## src/rtl/pc_pkg.sv

```systemverilog
// Shared definitions for the program-counter unit: FSM state type and
// default vector / increment constants.
package pc_pkg;

  typedef enum logic [1:0] {
    PC_S_BOOT = 2'd0,
    PC_S_RUN  = 2'd1,
    PC_S_HALT = 2'd2
  } pc_state_t;

  localparam logic [31:0] PC_RESET_VECTOR = 32'h0000_0000;
  localparam logic [31:0] PC_TRAP_VECTOR  = 32'h0000_0100;
  localparam int unsigned PC_INC          = 4;

endpackage

```

## src/rtl/pc_next_sel.sv

```systemverilog
// Next-PC / next-state priority mux for pc_unit.
// Optional feature macro: PC_MISALIGN_TRAP_EN (misaligned redirect traps).
module pc_next_sel
  import pc_pkg::*;
#(
  parameter int unsigned       XLEN        = 32,
  parameter logic [XLEN-1:0]   TRAP_VECTOR = XLEN'(PC_TRAP_VECTOR),
  parameter int unsigned       INC         = PC_INC
) (
  input  pc_state_t            state,
  input  logic [XLEN-1:0]      pc,
  input  logic                 fetch,
  input  logic                 trap_req,
  input  logic                 redirect_valid,
  input  logic [XLEN-1:0]      redirect_target,
  input  logic                 halt_req,
  input  logic                 resume_req,
  output logic [XLEN-1:0]      pc_next,
  output pc_state_t            state_next,
  output logic                 count_fetch,
  output logic                 misalign
);

  logic [XLEN-1:0] redir_pc;
  logic            redir_bad;

  // Resolve the effective redirect destination (trap or force-align).
  always_comb begin
`ifdef PC_MISALIGN_TRAP_EN
    redir_bad = |redirect_target[1:0];
    redir_pc  = redir_bad ? TRAP_VECTOR : redirect_target;
`else
    redir_bad = 1'b0;
    redir_pc  = redirect_target & {{(XLEN-2){1'b1}}, 2'b00};
`endif
  end

  // Priority selection: trap > redirect > halt > sequential advance.
  always_comb begin
    pc_next     = pc;
    state_next  = state;
    count_fetch = 1'b0;
    misalign    = 1'b0;
    case (state)
      PC_S_BOOT: state_next = PC_S_RUN;
      PC_S_RUN: begin
        // A handshake is still counted under trap/redirect; only a plain halt suppresses it.
        count_fetch = fetch & (trap_req | redirect_valid | ~halt_req);
        if (trap_req) begin
          pc_next = TRAP_VECTOR;
        end else if (redirect_valid) begin
          pc_next  = redir_pc;
          misalign = redir_bad;
        end else if (halt_req) begin
          state_next = PC_S_HALT;
        end else if (fetch) begin
          pc_next = pc + XLEN'(INC);
        end
      end
      PC_S_HALT: begin
        if (trap_req) begin
          pc_next    = TRAP_VECTOR;
          state_next = PC_S_RUN;
        end else begin
          if (redirect_valid) begin
            pc_next  = redir_pc;
            misalign = redir_bad;
          end
          if (resume_req) state_next = PC_S_RUN;
        end
      end
      default: state_next = PC_S_BOOT;
    endcase
  end

endmodule

```

## src/rtl/pc_unit.sv

```systemverilog
// Program-counter unit: fetch address register, handshake advance,
// redirect/trap/halt handling and accepted-fetch counter.
// Optional feature macro: PC_MISALIGN_TRAP_EN (misaligned redirect traps).
module pc_unit
  import pc_pkg::*;
#(
  parameter int unsigned       XLEN         = 32,
  parameter logic [XLEN-1:0]   RESET_VECTOR = XLEN'(PC_RESET_VECTOR),
  parameter logic [XLEN-1:0]   TRAP_VECTOR  = XLEN'(PC_TRAP_VECTOR),
  parameter int unsigned       INC          = PC_INC,
  parameter int unsigned       CNT_W        = 32
) (
  input  logic                 clk,
  input  logic                 reset,
  input  logic                 stall,
  input  logic                 redirect_valid,
  input  logic [XLEN-1:0]      redirect_target,
  input  logic                 trap_req,
  input  logic                 halt_req,
  input  logic                 resume_req,
  input  logic                 fetch_ready,
  output logic [XLEN-1:0]      pc_out,
  output logic                 pc_valid,
  output logic [XLEN-1:0]      pc_prev,
  output logic                 misalign_err,
  output logic                 halted,
  output logic [CNT_W-1:0]     fetch_count
);

  pc_state_t       state;
  pc_state_t       state_next;
  logic [XLEN-1:0] pc_next;
  logic            count_fetch;
  logic            misalign;
  logic            fetch;

  assign fetch = pc_valid & fetch_ready & ~stall;

  pc_next_sel #(
    .XLEN        (XLEN),
    .TRAP_VECTOR (TRAP_VECTOR),
    .INC         (INC)
  ) u_next_sel (
    .state           (state),
    .pc              (pc_out),
    .fetch           (fetch),
    .trap_req        (trap_req),
    .redirect_valid  (redirect_valid),
    .redirect_target (redirect_target),
    .halt_req        (halt_req),
    .resume_req      (resume_req),
    .pc_next         (pc_next),
    .state_next      (state_next),
    .count_fetch     (count_fetch),
    .misalign        (misalign)
  );

  // State, PC and status registers; valid/halted decoded from the next state.
  always_ff @(posedge clk or negedge reset) begin
    if (!reset) begin
      state        <= PC_S_BOOT;
      pc_out       <= RESET_VECTOR;
      pc_prev      <= RESET_VECTOR;
      pc_valid     <= 1'b0;
      halted       <= 1'b0;
      misalign_err <= 1'b0;
      fetch_count  <= '0;
    end else begin
      state        <= state_next;
      pc_out       <= pc_next;
      pc_valid     <= (state_next == PC_S_RUN);
      halted       <= (state_next == PC_S_HALT);
      misalign_err <= misalign;
      if (count_fetch) begin
        pc_prev     <= pc_out;
        fetch_count <= fetch_count + CNT_W'(1);
      end
    end
  end

endmodule

```

## config.mk

```make
export PLATFORM = sky130hd
export DESIGN_NAME = pc_unit
export DESIGN_NICKNAME = d
export VERILOG_FILES = /design/src/rtl/pc_pkg.sv /design/src/rtl/pc_next_sel.sv /design/src/rtl/pc_unit.sv
export SDC_FILE = /design/constraint.sdc
export NUM_CORES = 1
export LEC_CHECK = 0
export BUFFER_PORTS_ARGS = -buffer_cell sky130_fd_sc_hd__buf_2
export CORE_MARGIN = 5
export CORE_UTILIZATION = 52
export CTS_CLUSTER_SIZE = 16
export DETAILED_ROUTE_END_ITERATION = 8
export PLACE_DENSITY = 0.8
export SYNTH_ARGS = -nofsm -noshare
export SYNTH_HDL_FRONTEND = slang
export SYNTH_SLANG_ARGS = --single-unit
export TNS_END_PERCENT = 20
```

## constraint.sdc

```tcl
create_clock -name clk -period 2.35 [get_ports clk]
set_input_delay 0.1175 -clock clk [delete_from_list [all_inputs] [get_ports clk]]
set_output_delay 0.1175 -clock clk [all_outputs]
set_load 0.03 [all_outputs]
```

Word-level counts from Yosys, hierarchy flattened
Cells that the tools add are included.

cells by class
  shifts and indexed selects = 0
  div/mod/pow operators = 0
  eq/ne operators = 7
  bitwise operators = 7
  add/subtract/negate cells = 2
  mux-type cells = 14
  reduce and logical (&&, ||, !) cells = 3
  multiply operators = 0
  $lt $le $gt $ge = 0

operators by type and width
  cell                   count
  $mux 32                6
  $pmux 32 s2            1
  $add 32x1->32 const B  1
  $add 32x3->32 const B  1
  $mux 2                 5
  $pmux 2 s3             1
  $eq 2x1->1 const B     2
  $eq 2x2->1 const B     2
  $ne 4x3->1 const B     1
  $ne 4x4->1 const B     1
  $reduce_and 4->1       1
  $and 1x1->1            3
  $ne 3x3->1 const B     1
  $logic_not 2->1        1
  $not 1->1              2
  $or 1x1->1             2
  $reduce_bool 2->1      1
  $mux 1                 1

storage, ports and cells
  input port bits = 40
  memory bits (read-only) = 0
  memory bits (writable) = 0
  memories = 0
  logic and storage cells = 39
  bits in latches = 0
  register bits = 100
  output and inout port bits = 99

Depth between registers and ports, before layout
  word-level depth = 7
  mapped depth = 9
  gate-level depth less buffers = 7

By module
From an unflattened synthesis, not the netlist that was laid out.

second synthesis, totals
  cells, all modules = 500
  area total of the unflattened synthesis = 5367.6 um2

modules (own cells, without submodules)
  module       seq. area each (um2)  instances  area an instance (um2)  cells each
  pc_unit      2527.4                1          3588.4                  234
  pc_next_sel  0.0                   1          1779.2                  266

Worst setup path before layout
No wires, ideal clock.

  path kind = register to register
  start = register pc_out[2]
  end = register pc_out[30]
  cell stages (with the launch flop) = 8
  path buffers = 1
  required time = 2.227 ns
  arrival time = 1.926 ns
  clock period less this slack = 2.049 ns
  setup slack = 0.301 ns
  setup time = 0.123 ns
  cells stage by stage = dfrtp_1 > ha_1 > nand3_2 > nor4_4 > buf_4 > nand4_1 > a31o_2 > o2bb2ai_1

between the ends
  cells in the longest elaborated chain, start to end = 6

RTL lines
  element                   line               text
  start: declaration        pc_unit.sv:22      output logic [XLEN-1:0] pc_out,
  start signal: assignment  pc_unit.sv:70      pc_out <= pc_next;
  $add 32x3->32             pc_next_sel.sv:57  pc_next = pc + XLEN'(INC);
  $mux 32                   pc_next_sel.sv:56  end else if (fetch) begin
  $mux 32                   pc_next_sel.sv:54  end else if (halt_req) begin
  $mux 32                   pc_next_sel.sv:51  end else if (redirect_valid) begin
  $mux 32                   pc_next_sel.sv:49  if (trap_req) begin
  $pmux 32 s2               pc_next_sel.sv:44  case (state)

No other way between the ends. The select of a mux whose other input is x is not followed.
A chain may end at the register's enable or synchronous reset.

Worst setup path after layout
  start = register state[0]
  end = register pc_out[21]

between the ends
  cells in the longest elaborated chain, start to end = 3
  elaborated cells between the ends (all ways) = 8
  classes of those cells = eq/ne (5); mux (1); reduce/logical (2)

RTL lines
  element                                          line               text
  start: declaration                               pc_unit.sv:30      pc_state_t state;
  start signal: assignment                         pc_unit.sv:69      state <= state_next;
  $eq 2x1->1 / $eq 2x2->1 (equally long branches)  pc_next_sel.sv:44
  $ne 4x3->1 (no line) (tied with other cells)     --
  $reduce_and 4->1 (no line)                       --

Parallel ways exist; a longest one is shown, timed or not.

==> metrics.csv <==
stage;metric;value;unit
power;Static Leak;3.06;nW
flow_run;maxcap violations;0;
yosys;#FFs+latches synth;96;
yosys;number of synthesized flops with an enable pin;0;
sta;Max-Slew Margin vs Limit;53.0;%
yosys;post-synthesis cell type with the largest combined area;dfrtp_1;
setup_path;slowest stage cell, crit path;a211o_1;
yosys;post-synthesis sequential area ratio;48.9;%
global_route;pin count of the biggest net entering global routing;53;
yosys;Cell variety after synth;53;
global_route;Total GRT Usage;23.6;%
final_layout;nets;723;
hold_path;worst hold path type;in2reg;
power;Power Density;1160;nW/um^2
placement;dpl cell area;5710;um^2
power;Internal;0.00367;W
hold_path;Hold Path Cell Cnt;3;
setup_path;crit end category;flip-flop;
power;Comb power frac;42.9;%
cts;worst skew pair latency;0.36;ns
final_layout;final cell count without fillers;811;
global_route;GRT Residual Overflow;0;
power;sequential power share;39.5;%
floorplanning;I/O Pins;139;
cts;clock root buffer;clkbuf_8;
cts;clock tree buffer depth;2;
placement;Port Buffers;131;
setup_path;Reg-to-Reg End;pc_out[21];
final_layout;share of cells above drive strength 1;25.7;%
setup_path;Worst Path Max Fanout;14;
yosys;gate count after technology mapping;541;
power;NetSw;0.00328;W
floorplanning;row cnt;35;
setup_path;critical path type;reg2reg;
yosys;mean post-synth cell area;9.07;um^2
placement;GPL Wtd Cong;0.942;
routing;Vias/cell;5.67;
final_layout;Area growth syn-to-layout;22.3;%
setup_path;CP cell instances;inv_1 > ha_1 > or3_4 > a211o_1 > or4_1 > nand3_1;
sta;hold_ws;0.0132;ns
global_route;initial antenna violation count;0;
cts;CTS clk-pin slew, worst paths;0.10;ns
sta;final worst path period share;93.3;%
hold_path;Hold EP;pc_out[21];
power;Clock power frac;17.5;%
sta;final-report max-slew violation count;0;
setup_path;Crit path required time;2.65;ns
placement;Inst Count DP;789;
routing;final antenna-violating net count;0;
cts;# H-tree levels;3;
final_layout;final instance area;6000;um^2
hold_path;Worst Min Path Start;redirect_target[21];
setup_path;CP arrival;2.50;ns
setup_path;reg2reg start;state[0];
sta;fmax;0.456;GHz
sta;Final TNS setup;0;ns
final_layout;Diodes inserted;0;
routing;wire per inst;16.5;um
global_route;number of global-route vias before repair;4406;
power;switch share;47.2;%
setup_path;Top Family by Delay on Critical Path;simple AND/OR/NAND/NOR gates;
cts;clock sink total;96;
global_route;first-pass GRT wire length;21900;um
yosys;Mapped Area;4910;um^2
floorplanning;DIE AREA;11500;um^2
yosys;top cells by area, synth;dfrtp_1, nand2_1, xnor2_1;
sta;fin crit period;2.19;ns
routing;remaining routing DRC violations;0;
cts;total CTS buffers;9;
setup_path;Crit path buffers/inverters;1;
yosys;ys flop type;dfrtp_1;
routing;first-pass iteration count of the detailed router;5;
outcome;status;finished clean;
floorplanning;core area;9240;um^2
setup_path;R2R Setup Slk;0.16;ns
yosys;Synth top area share;48.9;%
final_layout;Core Util, Final;64.9;%
sta;final hold vios;0;
floorplanning;Starting Density;53.1;%
sta;Slew @ Worst Pin;0.704;ns
sta;Worst Clk Skew;0.0129;ns
routing;DRT iter0 DRCs;377;
sta;setup violators final;0;
placement;post-detailed-placement half-perimeter wirelength;9680;um
yosys;Post-synth ARST share;100;%
sta;RSZ-0062 raised after global routing;false;
power;Peak VDD IR;0.641;mV
floorplanning;Die X-Extent;107;um
routing;DR vias;4597;
setup_path;Startpoint Class;flip-flop;
cts;Post-CTS Setup Inserts;0;
floorplanning;Die Ht;107;um
routing;WL final;13400;um
cts;CTS tree;done;
setup_path;CP max stage delay;0.48;ns
setup_path;R2R cell count;6;
yosys;synth warn;0;
==> final cells by class <==
class | count | area [um^2]
flip-flops and latches | 96 | 2400
well taps | 129 | 161
multi-input cells | 411 | 2340
clock buffers | 10 | 138
fillers | 772 | 3240
repair buffers | 151 | 836
inverters | 8 | 30.0
clock inverters | 6 | 90.1
==> how the worst max path moves through the flow <==
stage | from | endpoint | slack [ns] | cells past startpoint
floorplan | pc_out[2] | pc_out[30] | 0.30 | 7
global placement | state[0] | pc_out[2] | 0.23 | 7
detailed placement | state[1] | pc_out[14] | 0.06 | 5
CTS | state[1] | pc_out[14] | 0.03 | 5
global route | state[0] | pc_out[25] | 0.01 | 7
finish | state[0] | pc_out[21] | 0.16 | 6
==> synthesized netlist by cell type, types with 2 or more instances <==
cell / instances
nand2_1: 118
dfrtp_1: 96
nor2_1: 38
o21ai_0: 37
nand3_1: 26
xnor2_1: 25
a21oi_1: 20
nand4_1: 18
and3_1: 14
buf_2: 11
clkbuf_1: 11
and4_1: 9
a31oi_1: 8
inv_1: 8
nor3_1: 7
xor2_1: 7
a22oi_1: 6
and2_1: 6
buf_4: 6
ha_1: 6
nor2b_1: 6
o2bb2ai_1: 5
a32oi_1: 4
mux2i_1: 4
nor4_1: 4
o31a_1: 4
o31ai_1: 3
a211o_1: 2
and4_4: 2
nor3_2: 2
o211ai_1: 2
o21bai_1: 2
o311ai_1: 2
or2_2: 2
or3_1: 2
==> stage by stage <==
stage	worst slack, ns	power (W)
2_1_floorplan	0.301	0.00466
3_3_place_gp	0.227	0.00563
3_5_place_dp	0.0550	0.00575
4_1_cts	0.0326	0.00697
5_1_grt	0.00956	0.00736
6_report	0.158	0.00696
==> state kept, by name (all words and copies together), names as in the netlist <==
| signal | cells |
|---|---|
| fetch_count | 32 |
| pc_valid | 1 |
| pc_prev | 30 |
| halted | 1 |
| state | 2 |
| pc_out | 30 |
==> what timing repair did <==
action / CTS / global route
setup endpoints to repair: 0 / 15
endpoints found under the hold margin: 56 / 0
hold buffers: 6 / 0
resized for setup: 0 / 1
==> worst register-to-register path, delay by kind of cell (launching register included) <==
family | cells | cell delay (ns)
flip-flops | 1 | 0.43
AO/OA/AOI/OAI | 1 | 0.48
adder cells (fa/ha/maj) | 1 | 0.21
buffers and inverters | 1 | 0.09
AND/OR/NAND/NOR | 3 | 0.95
==> cells by family after synthesis <==
group,after synthesis,synth area share (%)
AND/OR/NAND/NOR,263,26.4
flip-flops,96,48.9
AO/OA/AOI/OAI,101,12.8
adder cells (fa/ha/maj),6,1.53
other,1,0.0764
buffers and inverters,38,3.80
XOR/XNOR,32,5.71
multiplexers,4,0.816
==> cells in the final DEF (no fill, tap or decap), types with 8 or more instances in the layout <==
cell type / n
a21oi_1: 20
a31oi_1: 8
and3_1: 14
and4_1: 9
buf_2: 130
buf_4: 14
clkbuf_8: 10
dfrtp_1: 96
inv_1: 8
nand2_1: 118
nand3_1: 26
nand4_1: 18
nor2_1: 38
o21ai_0: 37
xnor2_1: 25
==> power groups by stage <==
stage | Sequential (W) | Clock, W | Combinational (W)
floorplan | 0.00362 | 0 | 0.00104
finish | 0.00275 | 0.00122 | 0.00299
global route | 0.00284 | 0.00131 | 0.00321
detailed placement | 0.00277 | 0 | 0.00298
global placement | 0.00273 | 0 | 0.00291
CTS | 0.00273 | 0.00124 | 0.00300
==> per-layer routing <==
| layer | track usage [%] | share of wire (%) | routed length [um] | up-vias |
|---|---|---|---|---|
| met5 | 0 | 0 | 0 | - |
| met4 | 7.95 | 2.3 | 303 | 0 |
| met3 | 3.73 | 6.4 | 852 | 25 |
| met2 | 39.5 | 50 | 6660 | 179 |
| met1 | 31.3 | 42 | 5560 | 2233 |
| li1 | - | - | - | 2160 |
(Power assumes the default switching activity.)
